==> src/rtl/mem_port_arbiter_if.sv <==
// Bundle between the fetch requester, the data requester, the arbiter and the single-port RAM.
// Handshake: a requester raises x_req with its address/data stable and keeps them until
// the one-cycle x_ack pulse; it may lower x_req, or present a new request, the cycle after.
interface mem_port_arbiter_if #(
  parameter int AW = 8,
  parameter int DW = 8
);
  logic          f_req;
  logic [AW-1:0] f_addr;
  logic          f_ack;
  logic [DW-1:0] f_rdata;
  logic          d_req;
  logic          d_we;
  logic [AW-1:0] d_addr;
  logic [DW-1:0] d_wdata;
  logic          d_ack;
  logic [DW-1:0] d_rdata;
  logic [AW-1:0] mem_addr;
  logic [DW-1:0] mem_wdata;
  logic          mem_rden;
  logic          mem_wren;
  logic [DW-1:0] mem_q;

  // Environment side: both requesters plus the RAM read port.
  modport master (
    output f_req, f_addr, d_req, d_we, d_addr, d_wdata, mem_q,
    input  f_ack, f_rdata, d_ack, d_rdata, mem_addr, mem_wdata, mem_rden, mem_wren
  );

  // Arbiter side.
  modport slave (
    input  f_req, f_addr, d_req, d_we, d_addr, d_wdata, mem_q,
    output f_ack, f_rdata, d_ack, d_rdata, mem_addr, mem_wdata, mem_rden, mem_wren
  );
endinterface

==> src/rtl/mem_port_arbiter.sv <==
// Fetch/data arbiter for one single-port synchronous RAM: data has priority, fetch wins after
// MAX_WAIT denied cycles. Optional ARB_STATS_EN adds fetch_stall_cnt and data_access_cnt.
module mem_port_arbiter #(
  parameter int AW       = 8,
  parameter int DW       = 8,
  parameter int MAX_WAIT = 3
) (
  input  logic       clock,
  input  logic       reset,
  mem_port_arbiter_if.slave bus,
  output logic       busy,
  output logic [1:0] dbg_state_o,
  output logic [3:0] dbg_wait_cnt_o
`ifdef ARB_STATS_EN
  ,
  output logic [15:0] fetch_stall_cnt,
  output logic [15:0] data_access_cnt
`endif
);

  typedef enum logic [1:0] {
    IDLE   = 2'd0,
    RESP_F = 2'd1,
    RESP_D = 2'd2
  } state_t;

  state_t        state_q, state_d;
  logic [3:0]    wait_cnt_q, wait_cnt_d;
  logic          f_ack_q, d_ack_q, busy_q, d_store_q;
  logic [DW-1:0] f_rdata_q, d_rdata_q;
  logic          f_elig, d_elig, grant_f, grant_d;
  logic [AW-1:0] mem_addr_c;
  logic [DW-1:0] mem_wdata_c;
  logic          mem_rden_c, mem_wren_c;

  always_comb begin
    f_elig      = bus.f_req && (state_q != RESP_F);
    d_elig      = bus.d_req && (state_q != RESP_D);
    grant_f     = f_elig && (!d_elig || (wait_cnt_q >= 4'(MAX_WAIT)));
    grant_d     = d_elig && !grant_f;
    // Nothing is issued while reset is held so the RAM sees no stray write.
    if (reset) begin
      grant_f = 1'b0;
      grant_d = 1'b0;
    end
    mem_addr_c  = '0;
    mem_wdata_c = '0;
    mem_rden_c  = 1'b0;
    mem_wren_c  = 1'b0;
    state_d     = IDLE;
    if (grant_f) begin
      mem_addr_c = bus.f_addr;
      mem_rden_c = 1'b1;
      state_d    = RESP_F;
    end else if (grant_d) begin
      mem_addr_c = bus.d_addr;
      state_d    = RESP_D;
      if (bus.d_we) begin
        mem_wdata_c = bus.d_wdata;
        mem_wren_c  = 1'b1;
      end else begin
        mem_rden_c = 1'b1;
      end
    end
    wait_cnt_d = wait_cnt_q;
    if (!bus.f_req || grant_f) wait_cnt_d = 4'd0;
    else if (f_elig && (wait_cnt_q != 4'hF)) wait_cnt_d = wait_cnt_q + 4'd1;
  end

  always_ff @(posedge clock or posedge reset) begin
    if (reset) begin
      state_q    <= IDLE;
      wait_cnt_q <= 4'd0;
      f_ack_q    <= 1'b0;
      d_ack_q    <= 1'b0;
      busy_q     <= 1'b0;
      d_store_q  <= 1'b0;
      f_rdata_q  <= '0;
      d_rdata_q  <= '0;
    end else begin
      state_q    <= state_d;
      wait_cnt_q <= wait_cnt_d;
      f_ack_q    <= grant_f;
      d_ack_q    <= grant_d;
      busy_q     <= grant_f || grant_d;
      d_store_q  <= grant_d && bus.d_we;
      if (f_ack_q) f_rdata_q <= bus.mem_q;
      if (d_ack_q && !d_store_q) d_rdata_q <= bus.mem_q;
    end
  end

  // RAM data arrives during the RESP cycle, so read data bypasses the hold register there.
  assign bus.f_rdata   = f_ack_q ? bus.mem_q : f_rdata_q;
  assign bus.d_rdata   = (d_ack_q && !d_store_q) ? bus.mem_q : d_rdata_q;
  assign bus.f_ack     = f_ack_q;
  assign bus.d_ack     = d_ack_q;
  assign bus.mem_addr  = mem_addr_c;
  assign bus.mem_wdata = mem_wdata_c;
  assign bus.mem_rden  = mem_rden_c;
  assign bus.mem_wren  = mem_wren_c;
  assign busy          = busy_q;
  assign dbg_state_o   = state_q;
  assign dbg_wait_cnt_o = wait_cnt_q;

`ifdef ARB_STATS_EN
  logic [15:0] stall_cnt_q, access_cnt_q;
  always_ff @(posedge clock or posedge reset) begin
    if (reset) begin
      stall_cnt_q  <= 16'd0;
      access_cnt_q <= 16'd0;
    end else begin
      if (bus.f_req && !grant_f) stall_cnt_q <= stall_cnt_q + 16'd1;
      if (d_ack_q) access_cnt_q <= access_cnt_q + 16'd1;
    end
  end
  assign fetch_stall_cnt = stall_cnt_q;
  assign data_access_cnt = access_cnt_q;
`endif

  a_f_req_held: assert property (@(posedge clock) disable iff (reset)
    (bus.f_req && !bus.f_ack) |=> bus.f_req);
  a_d_req_held: assert property (@(posedge clock) disable iff (reset)
    (bus.d_req && !bus.d_ack) |=> bus.d_req);

endmodule

==> src/flat_wrapper.sv <==
// flat-port wrapper written by rule: the top's interface ports become plain ports
module mem_port_arbiter_flat 
#(
  parameter int AW       = 8,
  parameter int DW       = 8,
  parameter int MAX_WAIT = 3
)
  (clock, reset, busy, dbg_state_o, dbg_wait_cnt_o, bus_f_req, bus_f_addr, bus_d_req, bus_d_we, bus_d_addr, bus_d_wdata, bus_mem_q, bus_f_ack, bus_f_rdata, bus_d_ack, bus_d_rdata, bus_mem_addr, bus_mem_wdata, bus_mem_rden, bus_mem_wren);
  mem_port_arbiter_if #(.AW(AW), .DW(DW)) bus_i ();
  input  logic clock;
  input  logic reset;
  output logic busy;
  output logic [1:0] dbg_state_o;
  output logic [3:0] dbg_wait_cnt_o;
  input wire logic [$bits(bus_i.f_req)-1:0] bus_f_req;
  input wire logic [$bits(bus_i.f_addr)-1:0] bus_f_addr;
  input wire logic [$bits(bus_i.d_req)-1:0] bus_d_req;
  input wire logic [$bits(bus_i.d_we)-1:0] bus_d_we;
  input wire logic [$bits(bus_i.d_addr)-1:0] bus_d_addr;
  input wire logic [$bits(bus_i.d_wdata)-1:0] bus_d_wdata;
  input wire logic [$bits(bus_i.mem_q)-1:0] bus_mem_q;
  output wire logic [$bits(bus_i.f_ack)-1:0] bus_f_ack;
  output wire logic [$bits(bus_i.f_rdata)-1:0] bus_f_rdata;
  output wire logic [$bits(bus_i.d_ack)-1:0] bus_d_ack;
  output wire logic [$bits(bus_i.d_rdata)-1:0] bus_d_rdata;
  output wire logic [$bits(bus_i.mem_addr)-1:0] bus_mem_addr;
  output wire logic [$bits(bus_i.mem_wdata)-1:0] bus_mem_wdata;
  output wire logic [$bits(bus_i.mem_rden)-1:0] bus_mem_rden;
  output wire logic [$bits(bus_i.mem_wren)-1:0] bus_mem_wren;
  assign bus_i.f_req = bus_f_req;
  assign bus_i.f_addr = bus_f_addr;
  assign bus_i.d_req = bus_d_req;
  assign bus_i.d_we = bus_d_we;
  assign bus_i.d_addr = bus_d_addr;
  assign bus_i.d_wdata = bus_d_wdata;
  assign bus_i.mem_q = bus_mem_q;
  assign bus_f_ack = bus_i.f_ack;
  assign bus_f_rdata = bus_i.f_rdata;
  assign bus_d_ack = bus_i.d_ack;
  assign bus_d_rdata = bus_i.d_rdata;
  assign bus_mem_addr = bus_i.mem_addr;
  assign bus_mem_wdata = bus_i.mem_wdata;
  assign bus_mem_rden = bus_i.mem_rden;
  assign bus_mem_wren = bus_i.mem_wren;
  mem_port_arbiter #(.AW(AW), .DW(DW), .MAX_WAIT(MAX_WAIT)) u_core (.clock(clock), .reset(reset), .bus(bus_i), .busy(busy), .dbg_state_o(dbg_state_o), .dbg_wait_cnt_o(dbg_wait_cnt_o));
endmodule
==> config.mk <==
export PLATFORM = sky130hd
export DESIGN_NAME = mem_port_arbiter_flat
export DESIGN_NICKNAME = d
export VERILOG_FILES = /design/src/rtl/mem_port_arbiter_if.sv /design/src/rtl/mem_port_arbiter.sv /design/src/flat_wrapper.sv
export SDC_FILE = /design/constraint.sdc
export NUM_CORES = 1
export LEC_CHECK = 0
export CORE_ASPECT_RATIO = 0.5
export CORE_MARGIN = 1
export CORE_UTILIZATION = 36
export DETAILED_ROUTE_END_ITERATION = 8
export GPL_TIMING_DRIVEN = 0
export PLACE_DENSITY = 0.82
export REMOVE_ABC_BUFFERS = 1
export SETUP_SLACK_MARGIN = 0.02
export SYNTH_ARGS = -nofsm -noshare
export SYNTH_HDL_FRONTEND = slang
export SYNTH_SLANG_ARGS = --single-unit
==> constraint.sdc <==
create_clock -name clock -period 2.4 [get_ports clock]
set_clock_uncertainty 0.1 [all_clocks]
set_input_delay 0.48 -clock clock [delete_from_list [all_inputs] [get_ports clock]]
set_output_delay 0.48 -clock clock [all_outputs]
set_load 0.03 [all_outputs]
==> flow_metrics.env <==
export IMPL_worstPathRequired_ns=1.82
export IMPL_clock_latency_ns=0.27
export IMPL_leakage_nw=1.00
export IMPL_place_congestion=0.740
export IMPL_seq_area_um2=627
export IMPL_portBuffers=79
export IMPL_grt_pass1_wl_mm=5.37
export IMPL_num_vias=1161
export IMPL_synth_seq_area_share_pct=50.8
export IMPL_tritoncts="done"
export IMPL_ir_worst_vdd_v=0.000230
export IMPL_clock_root_buffer="clkbuf_8"
export IMPL_fmax_mhz=365
export IMPL_antenna_found_initial=0
export IMPL_firstDrtPassIters=6
export IMPL_finalCoreUtilization_pct=72.6
export IMPL_p_per_area_nw_per_um2=577
export IMPL_p_int_uw=853
export IMPL_synthToLayoutAreaGrowth_pct=83.9
export IMPL_arrival_ns=2.16
export IMPL_max_slew_margin_rel_pct=37.7
export IMPL_fill_cells=220
export IMPL_path_max_fanout=5
export IMPL_clkTransAtPathRegs_ns=0.08
export IMPL_io_pins=80
export IMPL_grtUsageTotal_pct=19.0
export IMPL_synth_top_area_cell="dfrtp_1"
export IMPL_pwr_share_seq_pct=39.0
export IMPL_report_final_hold_viol_count=0
export IMPL_report_final_setup_viol=18
export IMPL_synth_cell_types=29
export IMPL_avgSynthCellArea_um2=12.6
export IMPL_ys_ff_latch=25
export IMPL_finalMaxSlewViolations=0
export IMPL_routed_wl_mm=3.72
export IMPL_ys_top_cells_by_count="dfrtp_1 (25), mux2_2 (16), and3_1 (9)"
export IMPL_drc=0
export IMPL_cts_hold_buf=0
export IMPL_worstMarginPinSlew_ns=0.933
export IMPL_layout_nets=226
export IMPL_grt_max_degree=26
export IMPL_cts_buffers_inserted=3
export IMPL_start_kind="register"
export IMPL_cap_violations=0
export IMPL_synth_top_cell_area_share_pct=50.8
export IMPL_htreeDepth=1
export IMPL_fin_ws_ns=-0.338
export IMPL_power_frac_clock_pct=18.7
export IMPL_grt_overflow=0
export IMPL_switching_share_pct=34.7
export IMPL_grt_pass1_vias=1170
export IMPL_dp_slack_ns=-0.926
export IMPL_clk_path_buf_depth=2
export IMPL_die_h_um=43.4
export IMPL_status="finished, violations left"
export IMPL_ys_top_cells_by_area="dfrtp_1 (51%), mux2_2 (15%), a22o_1 (5.7%), and3_1 (4.6%), buf_6 (2.7%)"
export IMPL_final_min_clock_period_ns=2.74
export IMPL_fp_dieW_um=84.7
export IMPL_p_switching_uw=454
export IMPL_vias_per_cell=5.11
export IMPL_die_area_um2=3670
export IMPL_power_frac_comb_pct=42.3
export IMPL_cp_end_kind="output port"
export IMPL_detail_route_antenna_nets=0
export IMPL_coreArea_um2=3120
export IMPL_fp_row_count=14
export IMPL_start_util_pct=39.5
export IMPL_drt_iter0_drc=44
export IMPL_yosysWarningCount=0
export IMPL_wl_per_cell_um=16.4
export IMPL_rrSetupSlack_ns=0.35
export IMPL_ys_async_sr_fraction_pct=100
export IMPL_drive_above_1_share_pct=35.8
export IMPL_synthCells=98
export IMPL_multi_input_area_um2=603
export IMPL_post_synth_top_count_cell="dfrtp_1"
export IMPL_rsz0062_at_grt="yes"
export IMPL_synthFlopType="dfrtp_1"
export IMPL_dpl_hpwl_mm=2.38
export IMPL_antennaDiodeCount=0
export IMPL_cts_sinks=25
export IMPL_synth_area_um2=1230
export IMPL_synth_edf_count=0
export IMPL_hp_class="register to register"
export IMPL_violations="setup timing"
export IMPL_final_period_utilization_pct=114
export IMPL_criticalPathCategory="register to output port"
critical path: stages (launching register included):
cell and delay, ns:
dfrtp_1 0.42, ha_4 0.19, or3_4 0.40, o311ai_4 0.29, nor2_4 0.09, buf_12 0.14
a22o_1 0.21, buf_6 0.14
sequential cells by signal, indices dropped and copies added, names as in the netlist:
signal	cells
u_core.d_rdata_q	8
u_core.f_rdata_q	8
u_core.dbg_wait_cnt_o	4
u_core.dbg_state_o	2
u_core.bus.d_ack	1
u_core.busy	1
u_core.d_store_q	1
logic make-up (layout without fill, tap and decap cells):
| logic type | Yosys count | count (layout) | synth area share, % |
|---|---|---|---|
| simple gates | 28 | 28 | 14.5 |
| flops | 25 | 25 | 50.8 |
| compound gates | 18 | 18 | 13.4 |
| mux | 16 | 16 | 14.6 |
| buf+inv | 9 | 98 | 4.88 |
| fa+ha+maj | 1 | 1 | 1.02 |
| xor+xnor | 1 | 1 | 0.712 |
layout make-up:
class	instances	share of cell area, %
repair buffers	92	41.2
flip-flops and latches	25	27.7
multi-input cells	64	26.6
well taps	40	2.21
clock buffers	4	1.99
inverters	2	0.331
power groups by stage:
| stage | clock (mW) | combinational (mW) | sequential [mW] |
|---|---|---|---|
| floorplan | 0 | 0.286 | 0.527 |
| global placement | 0 | 0.539 | 0.515 |
| detailed placement | 0 | 0.545 | 0.518 |
| CTS | 0.247 | 0.531 | 0.508 |
| global route | 0.267 | 0.578 | 0.517 |
| finish | 0.244 | 0.553 | 0.509 |
final timing paths:
| path | startpoint | endpoint | depth (start not counted) |
|---|---|---|---|
| worst min-delay path | u_core.f_rdata_q[5] | u_core.f_rdata_q[5] | 1 |
| worst min register to register | u_core.f_rdata_q[5] | u_core.f_rdata_q[5] | 1 |
| worst max register to register | u_core.dbg_wait_cnt_o[1] | u_core.dbg_wait_cnt_o[2] | 6 |
| min in group asynchronous | reset | u_core.f_rdata_q[2] | 2 |
| worst max-delay path | u_core.dbg_wait_cnt_o[1] | bus_mem_addr[6] | 7 |
| max in group asynchronous | reset | u_core.dbg_state_o[0] | 2 |
layer usage:
| metal | track usage [%] | wire length (um) |
|---|---|---|
| met1 | 22.7 | 1420 |
| met2 | 34.0 | 1960 |
| met3 | 4.95 | 248 |
| met4 | 7.80 | 88 |
| met5 | 0 | 0 |
repair_timing:
action,4_1_cts,5_1_grt
setup endpoints to repair,34,18
buffers inserted,8,5
pin swaps,13,5
gates resized for setup,148,10
placed cells by master (no fill, tap or decap), types with 2 or more instances in the layout:
| cell | instances |
|---|---|
| and2_4 | 2 |
| buf_6 | 19 |
| dlygate4sd2_1 | 16 |
| and3_4 | 7 |
| dfrtp_1 | 24 |
| a21oi_1 | 4 |
| buf_4 | 9 |
| nand2_1 | 2 |
| and3_1 | 2 |
| buf_12 | 3 |
| nor2b_1 | 2 |
| clkbuf_8 | 3 |
| clkdlybuf4s50_1 | 45 |
| inv_1 | 2 |
| a22o_1 | 8 |
| nor2_1 | 2 |
| nand3_1 | 3 |
| mux2_2 | 16 |
metrics by stage:
| stage | hold slack, ns | instance area [um^2] | std cells | power (mW) | setup TNS [ns] |
|---|---|---|---|---|---|
| 3_3_place_gp | 0.380 | 2020 | 210 | 1.05 | -15.15 |
| 4_1_cts | 0.399 | 2160 | 222 | 1.29 | -5.37 |
| 5_1_grt | 0.410 | 2260 | 227 | 1.36 | -6.59 |
| 2_1_floorplan | 0.407 | 1180 | 91 | 0.813 | -5.26 |
| 3_5_place_dp | 0.382 | 2020 | 210 | 1.06 | -15.71 |
| 6_report | 0.396 | 2260 | 227 | 1.31 | -5.38 |
(Power assumes the default switching activity.)
